`src/rtl/hdr_queue_if.sv`:
```
// Handshake bundle between the header queue, its producer and the processing stage.
// The master side pushes and pops; the slave side is the queue itself.
interface hdr_queue_if #(
    parameter int DEPTH       = 4,
    parameter int DROP_W      = 16,
    parameter int HDR_MAX_LEN = 4,
    parameter int NUM_PORTS   = 4
);
    logic                                wr_i;
    logic [HDR_MAX_LEN-1:0][7:0]         pkt_hdr_i;
    logic [NUM_PORTS-1:0]                out_port_i;
    logic                                full_o;
    logic                                rd_i;
    logic                                empty_o;
    logic [HDR_MAX_LEN-1:0][7:0]         pkt_hdr_o;
    logic [NUM_PORTS-1:0]                out_port_o;
    logic [$clog2(DEPTH):0]              level_o;
    logic [DROP_W-1:0]                   drop_cnt_o;

    modport master (
        output wr_i, pkt_hdr_i, out_port_i, rd_i,
        input  full_o, empty_o, pkt_hdr_o, out_port_o, level_o, drop_cnt_o
    );

    modport slave (
        input  wr_i, pkt_hdr_i, out_port_i, rd_i,
        output full_o, empty_o, pkt_hdr_o, out_port_o, level_o, drop_cnt_o
    );
endinterface

```
`src/rtl/hdr_queue.sv`:
```
// First-word-fall-through FIFO of packet headers and egress port masks.
// Writes arriving while full (without a same-cycle pop) are dropped and counted.
module hdr_queue #(
    parameter int DEPTH       = 4,
    parameter int DROP_W      = 16,
    parameter int HDR_MAX_LEN = 4,
    parameter int NUM_PORTS   = 4
) (
    input logic        clk,
    input logic        rst,
    hdr_queue_if.slave q
);
    localparam int PTR_W = $clog2(DEPTH);
    localparam int LVL_W = PTR_W + 1;

    typedef logic [HDR_MAX_LEN-1:0][7:0] hdr_t;

    hdr_t                 hdr_mem  [DEPTH];
    logic [NUM_PORTS-1:0] port_mem [DEPTH];
    logic [PTR_W-1:0]     wr_ptr;
    logic [PTR_W-1:0]     rd_ptr;
    logic [LVL_W-1:0]     level;
    logic [LVL_W-1:0]     level_nxt;
    logic                 full;
    logic                 empty;
    logic [DROP_W-1:0]    drop_cnt;
    logic                 push;
    logic                 pop;
    logic                 drop;

    function automatic logic [DROP_W-1:0] sat_inc(input logic [DROP_W-1:0] v);
        return (&v) ? v : v + DROP_W'(1);
    endfunction

    // A pop in the same cycle frees the slot a push into a full queue needs.
    always_comb begin
        pop  = q.rd_i && !empty;
        push = q.wr_i && (!full || pop);
        drop = q.wr_i && full && !pop;
        unique case ({push, pop})
            2'b10:   level_nxt = level + LVL_W'(1);
            2'b01:   level_nxt = level - LVL_W'(1);
            default: level_nxt = level;
        endcase
    end

    always_ff @(posedge clk) begin
        if (rst) begin
            for (int i = 0; i < DEPTH; i++) begin
                hdr_mem[i]  <= '0;
                port_mem[i] <= '0;
            end
            wr_ptr   <= '0;
            rd_ptr   <= '0;
            level    <= '0;
            full     <= 1'b0;
            empty    <= 1'b1;
            drop_cnt <= '0;
        end else begin
            if (push) begin
                hdr_mem[wr_ptr]  <= q.pkt_hdr_i;
                port_mem[wr_ptr] <= q.out_port_i;
                wr_ptr           <= wr_ptr + PTR_W'(1);
            end
            if (pop) begin
                rd_ptr <= rd_ptr + PTR_W'(1);
            end
            if (drop) begin
                drop_cnt <= sat_inc(drop_cnt);
            end
            level <= level_nxt;
            full  <= (level_nxt == LVL_W'(DEPTH));
            empty <= (level_nxt == '0);
        end
    end

    assign q.pkt_hdr_o  = hdr_mem[rd_ptr];
    assign q.out_port_o = port_mem[rd_ptr];
    assign q.full_o     = full;
    assign q.empty_o    = empty;
    assign q.level_o    = level;
    assign q.drop_cnt_o = drop_cnt;
endmodule
```
`src/flat_wrapper.sv`:
```
// flat-port wrapper written by rule: the top's interface ports become plain ports
module hdr_queue_flat 
#(
    parameter int DEPTH       = 4,
    parameter int DROP_W      = 16,
    parameter int HDR_MAX_LEN = 4,
    parameter int NUM_PORTS   = 4
)
  (clk, rst, q_wr_i, q_pkt_hdr_i, q_out_port_i, q_rd_i, q_full_o, q_empty_o, q_pkt_hdr_o, q_out_port_o, q_level_o, q_drop_cnt_o);
  hdr_queue_if #(.DEPTH(DEPTH), .DROP_W(DROP_W), .HDR_MAX_LEN(HDR_MAX_LEN), .NUM_PORTS(NUM_PORTS)) q_i ();
  input logic clk;
  input logic rst;
  input wire logic [$bits(q_i.wr_i)-1:0] q_wr_i;
  input wire logic [$bits(q_i.pkt_hdr_i)-1:0] q_pkt_hdr_i;
  input wire logic [$bits(q_i.out_port_i)-1:0] q_out_port_i;
  input wire logic [$bits(q_i.rd_i)-1:0] q_rd_i;
  output wire logic [$bits(q_i.full_o)-1:0] q_full_o;
  output wire logic [$bits(q_i.empty_o)-1:0] q_empty_o;
  output wire logic [$bits(q_i.pkt_hdr_o)-1:0] q_pkt_hdr_o;
  output wire logic [$bits(q_i.out_port_o)-1:0] q_out_port_o;
  output wire logic [$bits(q_i.level_o)-1:0] q_level_o;
  output wire logic [$bits(q_i.drop_cnt_o)-1:0] q_drop_cnt_o;
  assign q_i.wr_i = q_wr_i;
  assign q_i.pkt_hdr_i = q_pkt_hdr_i;
  assign q_i.out_port_i = q_out_port_i;
  assign q_i.rd_i = q_rd_i;
  assign q_full_o = q_i.full_o;
  assign q_empty_o = q_i.empty_o;
  assign q_pkt_hdr_o = q_i.pkt_hdr_o;
  assign q_out_port_o = q_i.out_port_o;
  assign q_level_o = q_i.level_o;
  assign q_drop_cnt_o = q_i.drop_cnt_o;
  hdr_queue #(.DEPTH(DEPTH), .DROP_W(DROP_W), .HDR_MAX_LEN(HDR_MAX_LEN), .NUM_PORTS(NUM_PORTS)) u_core (.clk(clk), .rst(rst), .q(q_i));
endmodule
```
`config.mk`:
```
export PLATFORM = sky130hd
export DESIGN_NAME = hdr_queue_flat
export DESIGN_NICKNAME = d
export VERILOG_FILES = /design/src/rtl/hdr_queue_if.sv /design/src/rtl/hdr_queue.sv /design/src/flat_wrapper.sv
export SDC_FILE = /design/constraint.sdc
export NUM_CORES = 1
export LEC_CHECK = 0
export BUFFER_PORTS_ARGS = -buffer_cell sky130_fd_sc_hd__buf_2
export CAP_MARGIN = 5
export CELL_PAD_IN_SITES_DETAIL_PLACEMENT = 2
export CELL_PAD_IN_SITES_GLOBAL_PLACEMENT = 2
export CORE_MARGIN = 8
export CORE_UTILIZATION = 35
export CTS_BUF_LIST = sky130_fd_sc_hd__clkbuf_4
export DETAILED_ROUTE_END_ITERATION = 16
export PLACE_DENSITY = 0.68
export SYNTH_ARGS = -nofsm -noshare
export SYNTH_HDL_FRONTEND = slang
export SYNTH_SLANG_ARGS = --single-unit
```
`constraint.sdc`:
```
create_clock -name clk -period 3.1 [get_ports clk]
set_input_delay 0.31 -clock clk [delete_from_list [all_inputs] [get_ports clk]]
set_output_delay 0.31 -clock clk [all_outputs]
set_load 0.05 [all_outputs]
```
==> results.md <==
* Largest stage delay, worst path at 440 ps
* Fillcell total at 2156
* Post-DP Area at 8429 um2
* DR vias at 4656
* Series of cell instances along the critical path: nand2b_4, a21oi_1, inv_1, ha_1, fa_1, xnor2_1, or3_1, a21oi_1, nor2b_1
* Count of unique library cells instantiated by Yosys at 43
* Number of antenna diodes at 0
* Initial antenna violation count at 2
* Hold WC Path Type: in2reg
* Maximum number of pins on one net before global-route repair at 109
* Height of the die at 163.2 um
* RSZ-0062 raised after global routing: no
* Number of global-route vias before repair at 5393
* Fin Clk Skew at 39.67 ps
* Detail-routed via count per cell at 5.214
* Worst Path Required at 3620 ps
* Skew-Pair Late Insertion Delay at 570 ps
* Setup-failing EPs final at 0
* Fraction of the yosys area taken by sequential cells at 0.6419
* Die ar. at 26620 um2
* Crit path max-delay cell type: sky130_fd_sc_hd__a21oi_1
* Number of search-and-repair iterations in the first detailed-routing pass at 4
* Final Hold Viols at 0
* Static Leakage at 3.551 nW
* Instance count on the critical path at 9
* Total Routed Length at 19.46 mm
* Worst Tran Pin Value at 895.2 ps
* Worst relative slew slack at 0.4032
* Achievable Freq at 395.4 MHz
* Worst flop-to-flop path startpoint: u_core.q.empty_o
* Number of warning messages in the yosys log at 0
* Most common cell on crit path: sky130_fd_sc_hd__a21oi_1
* Post-CTS setup-driven buffer insertion count at 0
* Detailed placement HPWL at 11.85 mm
* Global-route wire length before repair at 30.91 mm
* TritonCTS clock tree: built
* Outcome: finished clean
* Area added between synthesis and finish at 15.83%
* Fraction of layout instances using a drive strength above 1 at 0.3263
* Routability congestion estimate from global placement at 0.7300
* Nets in the synthesized netlist at 548
* Root cell of the clock tree: sky130_fd_sc_hd__clkbuf_4
* Layer with the highest usage after global routing: met2
* Seq cells post-synth at 171
* H-tree depth reported by CTS at 4
* Clock buffers created by TritonCTS at 17
* GRT Util Overall at 0.1536
* Port Buffers at 96
* Total overflow reported by the global router at 0
* Power density over the cells at 652.7 nW/um2
* Final instance area at 8778 um2
* Global-route track usage on met3 at 0.03957
* CP delay by family, top: compound AO/OA/AOI/OAI gates
* Number of slew-limit violations in the final report at 0
* Hold buffers post-CTS at 2
* Critical Setup Path Class: reg2reg
* Critical path buffer and inverter count at 1
* Detailed router's first-iteration violation count at 193
* Initial Utilization at 0.3516
* Crit path DAT at 3050 ps
* Final Worst Setup Slack at 570.7 ps
* CTS max path bufs at 2
* Count of mapped cells out of synthesis at 505
* Endpoint kind of the worst setup timing path: flop
* Post-synth EDFFs at 144
* Maximum fanout encountered on the critical timing path at 6
* Final cell utilization of the core at 0.4073
* Most instantiated flip-flop cell in the synthesis netlist: sky130_fd_sc_hd__edfxtp_1
* Cts repair resizes at 0
* IR drop worst, VDD at 193.3 uV
* Area of the placeable core at 21550 um2
* Detail Route Antenna Nets at 0
* Met2 track demand over resource at 0.2787
* Async S/R FF share, synth at 0
* Cell count of the worst hold path at 2
* Setup slack of the worst register-to-register path at 570 ps
* Max_cap viols at 0
* Detailed-route wire length per cell at 21.79 um
* Min Clock Period, post-route at 2529 ps
* Core Rows at 54
* Post-synthesis area per instance at 15.01 um2
* Hold Startpoint: q_pkt_hdr_i[30]
* Critical path startpoint category: flop
* Worst setup slack before clock tree synthesis at 577.0 ps
* Post-route clock period utilization at 0.8159
* Post-route DRC violation count at 0
* Clock-pin slew on the worst setup and hold paths at 160 ps
* First element of the critical path: u_core.q.empty_o
* Grt met1 use at 0.1735
* CTS sink count at 171
* Net total in the final layout at 643
* Width of the die at 163.2 um
* Total negative slack at 0 ps
* Mapped Area at 7579 um2
* Worst-case reg-to-reg path depth at 9
* Count of pins on the block boundary at 97
## layer usage
metal / routed length (um) / part of all wire
met3: 863 / 0.044
met1: 7950 / 0.41
met2: 10330 / 0.53
met4: 291 / 0.015
met5: 23 / 0.0012
## synthesized netlist by cell type (3+ instances only)
master / count / share of area
sky130_fd_sc_hd__edfxtp_1: 144 / 0.57
sky130_fd_sc_hd__and3_1: 73 / 0.060
sky130_fd_sc_hd__and2_1: 72 / 0.059
sky130_fd_sc_hd__mux4_2: 36 / 0.11
sky130_fd_sc_hd__dfxtp_1: 27 / 0.071
sky130_fd_sc_hd__clkbuf_1: 25 / 0.012
sky130_fd_sc_hd__a21oi_1: 15 / 0.0099
sky130_fd_sc_hd__nor2_1: 13 / 0.0064
sky130_fd_sc_hd__nand2_1: 12 / 0.0059
sky130_fd_sc_hd__nor2b_1: 8 / 0.0066
sky130_fd_sc_hd__or4_1: 8 / 0.0079
sky130_fd_sc_hd__o31ai_1: 7 / 0.0069
sky130_fd_sc_hd__buf_2: 6 / 0.0040
sky130_fd_sc_hd__inv_1: 6 / 0.0030
sky130_fd_sc_hd__mux2_2: 5 / 0.0074
sky130_fd_sc_hd__nand3_1: 5 / 0.0033
sky130_fd_sc_hd__nand4_1: 4 / 0.0033
sky130_fd_sc_hd__buf_6: 3 / 0.0045
sky130_fd_sc_hd__nor4_1: 3 / 0.0025
sky130_fd_sc_hd__xnor2_1: 3 / 0.0035
## cell type report
class,instances,area [um2],share of cell area
sequential,171,4867,0.5544
clock inverter,11,171.4,0.01953
tap,280,350.3,0.03991
timing repair buffer,110,653.1,0.07440
multi-input combinational,294,2556,0.2912
inverter,6,22.52,0.002566
clock buffer,21,157.7,0.01796
## worst paths after layout
| path | endpoint |
|---|---|
| min reg2reg | u_core.q.drop_cnt_o[4] |
| max reg2reg | u_core.q.full_o |
| min | u_core.hdr_mem[3][30] |
| max | u_core.q.full_o |
## cell usage in the layout, fill, tap and decap left out, types with 4 or more instances in the layout
cell,n
sky130_fd_sc_hd__buf_2,96
sky130_fd_sc_hd__mux4_2,36
sky130_fd_sc_hd__mux2_2,5
sky130_fd_sc_hd__nand3_1,5
sky130_fd_sc_hd__nor2b_1,6
sky130_fd_sc_hd__buf_4,7
sky130_fd_sc_hd__nand4_1,4
sky130_fd_sc_hd__dfxtp_1,25
sky130_fd_sc_hd__and3_1,73
sky130_fd_sc_hd__a21oi_1,15
sky130_fd_sc_hd__bufinv_16,4
sky130_fd_sc_hd__nor2_1,13
sky130_fd_sc_hd__clkbuf_4,21
sky130_fd_sc_hd__inv_1,6
sky130_fd_sc_hd__edfxtp_1,144
sky130_fd_sc_hd__nand2_1,9
sky130_fd_sc_hd__and2_1,72
sky130_fd_sc_hd__o31ai_1,7
sky130_fd_sc_hd__or4_1,8
sky130_fd_sc_hd__buf_12,5
## power breakdown
| group | switching (mW) | internal, mW | total [mW] |
|---|---|---|---|
| combinational | 1.02 | 0.463 | 1.49 |
| clock | 0.786 | 0.679 | 1.47 |
| sequential | 0.0789 | 2.70 | 2.78 |
| total | 1.89 | 3.84 | 5.73 |
## flip-flops by register name, summed over array words and instances, names as in the netlist, named ones only
name	flops
u_core.hdr_mem	128
u_core.port_mem	16
u_core.q.drop_cnt_o	16
u_core.q.empty_o	1
u_core.q.full_o	1
u_core.q.level_o	3
u_core.rd_ptr	2
u_core.wr_ptr	2
## per-stage QoR
step | hold WS (ps) | total power [mW] | std cells
3_3_place_gp | 474.1 | 4.313 | 859
3_5_place_dp | 509.5 | 4.356 | 859
2_1_floorplan | 484.7 | 3.914 | 505
4_1_cts | 2.237 | 5.824 | 893
6_report | 63.49 | 5.730 | 893
5_1_grt | 26.63 | 5.981 | 893
## kinds of logic (layout without fill, tap and decap cells)
| group | Yosys count | after routing | share of synthesized area |
|---|---|---|---|
| AO/OA/AOI/OAI | 30 | 30 | 0.02625 |
| XOR/XNOR | 5 | 5 | 0.005779 |
| adder cells (fa/ha/maj) | 3 | 3 | 0.005943 |
| buffers and inverters | 40 | 148 | 0.02377 |
| flip-flops | 171 | 171 | 0.6419 |
| multiplexers | 42 | 42 | 0.1157 |
| AND/OR/NAND/NOR | 214 | 214 | 0.1806 |
(Power assumes the default switching activity.)
